**src/rtl/pw_auth_if.sv**
```systemverilog
// Password authenticator bus: set/guess request side and status/pulse side.
// The master modport drives requests; the slave modport is the authenticator.
interface pw_auth_if #(
  parameter int WIDTH     = 8,
  parameter int MAX_TRIES = 3
);
  localparam int TW = $clog2(MAX_TRIES + 1);

  logic             set_valid;
  logic [WIDTH-1:0] set_pw;
  logic             guess_valid;
  logic [WIDTH-1:0] guess_pw;
  logic             guess_ready;
  logic             pw_set;
  logic             matched;
  logic             unmatched;
  logic             locked;
  logic [TW-1:0]    tries_left;

  modport master (
    output set_valid, set_pw, guess_valid, guess_pw,
    input  guess_ready, pw_set, matched, unmatched, locked, tries_left
  );

  modport slave (
    input  set_valid, set_pw, guess_valid, guess_pw,
    output guess_ready, pw_set, matched, unmatched, locked, tries_left
  );
endinterface

```
**src/rtl/pw_auth_fsm.sv**
```systemverilog
// Clocked password authenticator: stores a password once, checks guesses
// against it, and locks guessing out for LOCK_CYCLES after MAX_TRIES
// consecutive failures.
// Optional macro AUTH_CHANGE_PW_EN: in ARMED, set_valid without guess_valid
// is a password change authorised by the old password on guess_pw.
//
// state  | meaning
// UNSET  | no password stored; waiting for set_valid
// ARMED  | password stored; one guess accepted per cycle
// LOCKED | too many consecutive failures; guesses refused until timer expires
module pw_auth_fsm #(
  parameter int WIDTH       = 8,
  parameter int MAX_TRIES   = 3,
  parameter int LOCK_CYCLES = 16
) (
  input  logic      clk,
  input  logic      rst,
  pw_auth_if.slave  bus
);
  localparam int TW = $clog2(MAX_TRIES + 1);
  localparam int LW = $clog2(LOCK_CYCLES + 1);
  localparam logic [TW-1:0] TRIES_MAX  = TW'(MAX_TRIES);
  localparam logic [TW-1:0] TRIES_LAST = TW'(MAX_TRIES - 1);
  localparam logic [LW-1:0] LOCK_LOAD  = LW'(LOCK_CYCLES);

  typedef enum logic [1:0] {
    UNSET  = 2'd0,
    ARMED  = 2'd1,
    LOCKED = 2'd2
  } state_t;

  state_t           state_q, state_d;
  logic [WIDTH-1:0] pw_q, pw_d;
  logic [TW-1:0]    fail_q, fail_d;
  logic [LW-1:0]    lock_q, lock_d;
  logic             pw_set_q, pw_set_d;
  logic             matched_q, matched_d;
  logic             unmatched_q, unmatched_d;
  logic             chg_req;
  logic             attempt;
  logic             pw_eq;

  // A change request only exists when the feature is built in; a concurrent
  // guess always takes priority over it.
`ifdef AUTH_CHANGE_PW_EN
  assign chg_req = bus.set_valid && !bus.guess_valid;
`else
  assign chg_req = 1'b0;
`endif

  assign attempt = bus.guess_valid || chg_req;
  assign pw_eq   = (bus.guess_pw == pw_q);

  // State and datapath registers; reset discards the stored password.
  always_ff @(posedge clk) begin
    if (rst) begin
      state_q     <= UNSET;
      pw_q        <= '0;
      fail_q      <= '0;
      lock_q      <= '0;
      pw_set_q    <= 1'b0;
      matched_q   <= 1'b0;
      unmatched_q <= 1'b0;
    end else begin
      state_q     <= state_d;
      pw_q        <= pw_d;
      fail_q      <= fail_d;
      lock_q      <= lock_d;
      pw_set_q    <= pw_set_d;
      matched_q   <= matched_d;
      unmatched_q <= unmatched_d;
    end
  end

  // Next-state, counter and pulse logic.
  always_comb begin
    state_d     = state_q;
    pw_d        = pw_q;
    fail_d      = fail_q;
    lock_d      = lock_q;
    pw_set_d    = pw_set_q;
    matched_d   = 1'b0;
    unmatched_d = 1'b0;
    case (state_q)
      UNSET: begin
        if (bus.set_valid) begin
          pw_d     = bus.set_pw;
          pw_set_d = 1'b1;
          state_d  = ARMED;
        end
      end
      ARMED: begin
        if (attempt) begin
          if (pw_eq) begin
            matched_d = 1'b1;
            fail_d    = '0;
            if (chg_req) pw_d = bus.set_pw;
          end else begin
            unmatched_d = 1'b1;
            if (fail_q >= TRIES_LAST) begin
              // Saturate at MAX_TRIES and start the lockout timer.
              fail_d  = TRIES_MAX;
              lock_d  = LOCK_LOAD;
              state_d = LOCKED;
            end else begin
              fail_d = fail_q + TW'(1);
            end
          end
        end
      end
      LOCKED: begin
        // Expire on the edge that would take the timer from 1 to 0.
        if (lock_q <= LW'(1)) begin
          lock_d  = '0;
          fail_d  = '0;
          state_d = ARMED;
        end else begin
          lock_d = lock_q - LW'(1);
        end
      end
      default: begin
        state_d = UNSET;
      end
    endcase
  end

  assign bus.guess_ready = (state_q == ARMED);
  assign bus.locked      = (state_q == LOCKED);
  assign bus.pw_set      = pw_set_q;
  assign bus.matched     = matched_q;
  assign bus.unmatched   = unmatched_q;
  assign bus.tries_left  = TRIES_MAX - fail_q;
endmodule
```
**src/flat_wrapper.sv**
```systemverilog
// flat-port wrapper written by rule: the top's interface ports become plain ports
module pw_auth_fsm_flat 
#(
  parameter int WIDTH       = 8,
  parameter int MAX_TRIES   = 3,
  parameter int LOCK_CYCLES = 16
)
  (clk, rst, bus_set_valid, bus_set_pw, bus_guess_valid, bus_guess_pw, bus_guess_ready, bus_pw_set, bus_matched, bus_unmatched, bus_locked, bus_tries_left);
  pw_auth_if #(.WIDTH(WIDTH), .MAX_TRIES(MAX_TRIES)) bus_i ();
  input  logic clk;
  input  logic rst;
  input wire logic [$bits(bus_i.set_valid)-1:0] bus_set_valid;
  input wire logic [$bits(bus_i.set_pw)-1:0] bus_set_pw;
  input wire logic [$bits(bus_i.guess_valid)-1:0] bus_guess_valid;
  input wire logic [$bits(bus_i.guess_pw)-1:0] bus_guess_pw;
  output wire logic [$bits(bus_i.guess_ready)-1:0] bus_guess_ready;
  output wire logic [$bits(bus_i.pw_set)-1:0] bus_pw_set;
  output wire logic [$bits(bus_i.matched)-1:0] bus_matched;
  output wire logic [$bits(bus_i.unmatched)-1:0] bus_unmatched;
  output wire logic [$bits(bus_i.locked)-1:0] bus_locked;
  output wire logic [$bits(bus_i.tries_left)-1:0] bus_tries_left;
  assign bus_i.set_valid = bus_set_valid;
  assign bus_i.set_pw = bus_set_pw;
  assign bus_i.guess_valid = bus_guess_valid;
  assign bus_i.guess_pw = bus_guess_pw;
  assign bus_guess_ready = bus_i.guess_ready;
  assign bus_pw_set = bus_i.pw_set;
  assign bus_matched = bus_i.matched;
  assign bus_unmatched = bus_i.unmatched;
  assign bus_locked = bus_i.locked;
  assign bus_tries_left = bus_i.tries_left;
  pw_auth_fsm #(.WIDTH(WIDTH), .MAX_TRIES(MAX_TRIES), .LOCK_CYCLES(LOCK_CYCLES)) u_core (.clk(clk), .rst(rst), .bus(bus_i));
endmodule
```
**config.mk**
```make
export PLATFORM = sky130hd
export DESIGN_NAME = pw_auth_fsm_flat
export DESIGN_NICKNAME = d
export VERILOG_FILES = /design/src/rtl/pw_auth_if.sv /design/src/rtl/pw_auth_fsm.sv /design/src/flat_wrapper.sv
export SDC_FILE = /design/constraint.sdc
export NUM_CORES = 1
export LEC_CHECK = 0
export BUFFER_PORTS_ARGS = -buffer_cell sky130_fd_sc_hd__buf_2
export CAP_MARGIN = 20
export CORE_MARGIN = 4
export CORE_UTILIZATION = 24
export CTS_CLUSTER_SIZE = 14
export DETAILED_ROUTE_END_ITERATION = 8
export PLACE_DENSITY_LB_ADDON = 0.08
export SKIP_CTS_REPAIR_TIMING = 1
export SLEW_MARGIN = 40
export SYNTH_ARGS = -nofsm -noshare
export SYNTH_HDL_FRONTEND = slang
export SYNTH_SLANG_ARGS = --single-unit
```
**constraint.sdc**
```tcl
create_clock -name clk -period 3.5 [get_ports clk]
set_input_delay 0.7 -clock clk [delete_from_list [all_inputs] [get_ports clk]]
set_output_delay 0.7 -clock clk [all_outputs]
set_load 0.03 [all_outputs]
```
Yosys cells after proc, flatten, opt, wreduce, memory -nomap -nowiden --
Cells that the tools add are included. W data, S select, Z words.
Storage, ports and cells: word-level logic and storage cells 47, output and inout port bits 7, flip-flop bits (word level) 20, bits of input ports 20
Operators by class: reductions and logical operators 7, $lt $le $gt $ge 2, bitwise gates (word level) 2, equal/unequal tests 8, add/sub/neg operators 3, mux-type cells 18
Operators by type and width (count):
- $mux W5 | 4
- $mux W2 | 9
- $pmux W5 S2 | 1
- $eq A8 B8 Y1 | 1
- $ne A2 B2 Y1 const B | 3
- $pmux W2 S3 | 1
- $le A5 B1 Y1 const B | 1
- $reduce_and A5 Y1 | 1
- $sub A5 B1 Y5 const B | 1
- $ne A2 B1 Y1 const B | 2
- $pmux W2 S2 | 1
- $reduce_and A4 Y1 | 1
- $reduce_and A3 Y1 | 1
- $reduce_or A3 Y1 | 1
- $add A2 B1 Y2 const B | 1
- $eq A2 B1 Y1 const B | 1
- $eq A2 B2 Y1 const B | 1
- $ge A2 B2 Y1 const B | 1
- $logic_not A2 Y1 | 1
- $mux W1 | 2
- $not A1 Y1 | 2
- $reduce_and A2 Y1 | 1
- $reduce_bool A2 Y1 | 1
- $sub A2 B2 Y2 const A | 1

Logic depth before layout (Yosys ltp) --
depth after elaboration 5, depth in mapped cells 7, gate-level depth less buffers 6

Least setup slack after synthesis --
Ideal clock, no wire load.
path type input -> register, start point in bus_guess_pw[2], end point reg u_core.state_q[0], arrival time 1.747 ns, setup time 0.086 ns, buffers on the path 0, required time 3.414 ns, cell stages on the path 5, slack 1.667 ns, path through xor2_1 -> nor4_1 -> nand2_1 -> a31o_1 -> a211oi_1
Between the ends: longest elaborated chain between the ends 3
RTL lines:
- start: declaration | RTL line flat_wrapper.sv:15 | input wire logic [$bits(bus_i.guess_pw)-1:0] bus_guess_pw;
- $eq A8 B8 Y1 | RTL line pw_auth_fsm.sv:52 | assign pw_eq = (bus.guess_pw == pw_q);
- $ne A2 B2 Y1 (no source line)
- $reduce_and A5 Y1 (no source line)
- end signal: assignment | RTL line pw_auth_fsm.sv:65 | state_q <= state_d;
- end: declaration | RTL line pw_auth_fsm.sv:32 | state_t state_q, state_d;
Every way passes these cells. A chain may end at the register's enable or synchronous reset.

Final worst setup path --
start point reg u_core.state_q[0], end point out bus_locked
Between the ends: longest elaborated chain between the ends 1
RTL lines:
- $eq A2 B2 Y1 | RTL line pw_auth_fsm.sv:128 | assign bus.locked = (state_q == LOCKED);
- end: declaration | RTL line flat_wrapper.sv:20 | output wire logic [$bits(bus_i.locked)-1:0] bus_locked;
Every way passes these cells.

==> metrics.yaml <==
syn_to_final_growth_pct: 23.8
placed_area_sq_um: 1110
met2_usage_pct: 14.1
fp.dieW_microns: 70.3
met3_usage_pct: 2.45
drt_pass1_iterations: 4
first_global_vias: 814
overflow: 0
fin_ws_ns: 1.44
ys_warn_count: 0
busiest_layer: "met2"
final-setup-viol-count: 0
fin_setup_tns_ns: 0
fin_crit_sh_pct: 58.8
fp-row-count: 22
regArea_sq_um: 400
combPwrFrac_pct: 12.6
syn-cell-area_sq_um: 932
slew-limit-headroom_pct: 64.7
ant_nets: 0
wirelength_microns: 2070
crit_path_max_fanout: 9
syn_avg_cell_area_sq_um: 8.79
cp.required_ns: 2.80
cts.reportedPaths.clkPinSlew_ns: 0.07
fin_worst_skew_ns: 0.00186
cts_root_buffer: "clkbuf_8"
dieHeight_microns: 70.3
period_minus_slack_ns: 2.06
clk_latency_ns: 0.26
antenna_found_initial: 0
num_io_pins: 27
fmax_mhz: 486
wire_per_inst_microns: 11.5
syn-num-nets: 128
cts_max_path_buffers: 2
p_sw_mw: 0.111
synth_seq_cells: 20
p_int_mw: 0.339
clock_sinks: 20
initialDrtViolationCount: 16
dp_hpwl_microns: 1590
p_total_mw: 0.451
switching_share_pct: 24.7
final_hold_viol_count: 0
finalMaxSlewViolations: 0
pre_cts_ws_ns: 1.21
power_density_nw_per_um2: 391
tightest_slew_ns: 0.525
rrSetupSlack_ns: 1.71
synth_cell_type_count: 30
synthCells: 106
gp_congestion: 0.752
vias: 805
max-vdd-ir-drop_mv: 0.0994
nFillCells: 414
rsz0062_at_grt: "false"
seq_power_share_pct: 53.8
final_area_sq_um: 1150
p_clk_share_pct: 33.6
max_cap_viol_count: 0
io_buffers: 26
num_antenna_cells: 0
cts_max_level: 1
yosysSeqAreaShare_pct: 43.0
grt_usage_pct: 9.14
outcome: "finished, final reports clean"
cp-end-kind: "output pin"
core_area_sq_um: 3720
met1_usage_pct: 11.4
grt_first_pass_wirelength_microns: 3660
multi_input_area_sq_um: 488
min_path_type: "reg2reg"
p_leak_nw: 0.495
die-area_sq_um: 4940
path_class: "reg2out"
critPathLaunchType: "flip-flop"
drive_above_1_share_pct: 25.0
drcViolationCount: 0
finalNetCount: 156
cts_made_buffers: 3
grt_max_degree: 20
vias_per_cell: 4.47
worstPathArrival_ns: 1.36
initial_utilization_pct: 25.1
cts_tree: "built"
## sequential cells by signal, indices dropped and copies added (netlist names)
register              flops
u_core.lock_q             5
u_core.pw_q               8
u_core.bus.pw_set         1
u_core.bus.unmatched      1
u_core.fail_q             2
u_core.state_q            2
u_core.bus.matched        1
## power by group through the flow
stage	sequential, mW	clock [mW]	combinational, mW
detailed placement	0.248	0	0.0581
CTS	0.242	0.157	0.0581
global route	0.244	0.166	0.0638
global placement	0.248	0	0.0579
floorplan	0.249	0	0.0346
finish	0.242	0.151	0.0569
## metal layers
| metal | routed length (microns) | share of wire (%) |
|---|---|---|
| met4 | 38 | 1.8 |
| met3 | 126 | 6.1 |
| met5 | 0 | 0 |
| met1 | 978 | 47 |
| met2 | 924 | 45 |
## synth_stat cells
cell       count  area, sq um
inv_1          7         26.3
nand2_1        4         15.0
o311ai_0       1         8.76
a31o_1         1         8.76
o21ai_0        1         5.00
a21oi_1        5         25.0
a211oi_1       3         22.5
nand3_1        3         15.0
a31oi_1        4         25.0
buf_2          2         10.0
nand2b_1       1         6.26
o31ai_1        1         7.51
buf_1          1         3.75
o21a_1         1         7.51
xor2_1         8         70.1
dfxtp_1       20          400
ha_1           2         25.0
clkbuf_1       1         3.75
and3_2         1         7.51
and2_1         1         6.26
nor3_1         3         15.0
and3_1         1         6.26
nor4_1         3         18.8
a211o_2        1         10.0
a21o_2         1         8.76
mux2i_1        8         80.1
nor2_1        16         60.1
nand4_1        1         6.26
nor2b_1        3         18.8
o2111ai_1      1         8.76
## logic make-up (layout without fill, tap and decap cells)
group	Yosys count	in the layout	synth area share, %
simple gates	37	37	18.8
fa+ha+maj	2	2	2.68
mux	8	8	8.59
flops	20	20	43.0
compound gates	20	20	14.8
buf+inv	11	37	4.70
xor+xnor	8	8	7.52
## metrics by stage
stage	instances	hold slack, ns	util (%)
after floorplan	106	0.432	-
after global placement	177	0.448	29.9
after detailed placement	177	0.447	29.9
after CTS	180	0.457	31.0
final	180	0.451	31.0
after global routing	180	0.497	31.0
## cell type report
cell class	instances	share of cell area, %
Sequential cell	20	34.7
Clock buffer	3	3.58
Timing Repair Buffer	27	11.9
Tap cell	48	5.21
Multi-Input combinational cell	75	42.3
Inverter	7	2.28
## cell usage in the layout (no fill, tap or decap), types with 2 or more instances in the layout
cell,Yosys,final
a31oi_1,4,4
ha_1,2,2
nand3_1,3,3
clkbuf_8,0,3
nand2_1,4,4
xor2_1,8,8
nor2b_1,3,3
a211oi_1,3,3
buf_2,2,26
nor2_1,16,16
mux2i_1,8,8
nor3_1,3,3
dfxtp_1,20,20
a21oi_1,5,5
inv_1,7,7
nor4_1,3,3
## critical path, cell delays in order (launching register included)
cell and delay, ns:
dfxtp_1 0.38, nand2b_1 0.33, inv_1 0.17, buf_2 0.21
## path summary, 6_finish.rpt
kind,start,to,cells past startpoint
worst max register to register,u_core.pw_q[2]$_SDFFE_PP0P_,u_core.state_q[0]$_SDFFE_PP0P_,5
worst min register to register,u_core.fail_q[0]$_SDFFE_PP0P_,u_core.fail_q[0]$_SDFFE_PP0P_,2
worst max-delay path,u_core.state_q[0]$_SDFFE_PP0P_,bus_locked,3
worst min-delay path,u_core.fail_q[0]$_SDFFE_PP0P_,u_core.fail_q[0]$_SDFFE_PP0P_,2
(Power assumes the default switching activity.)
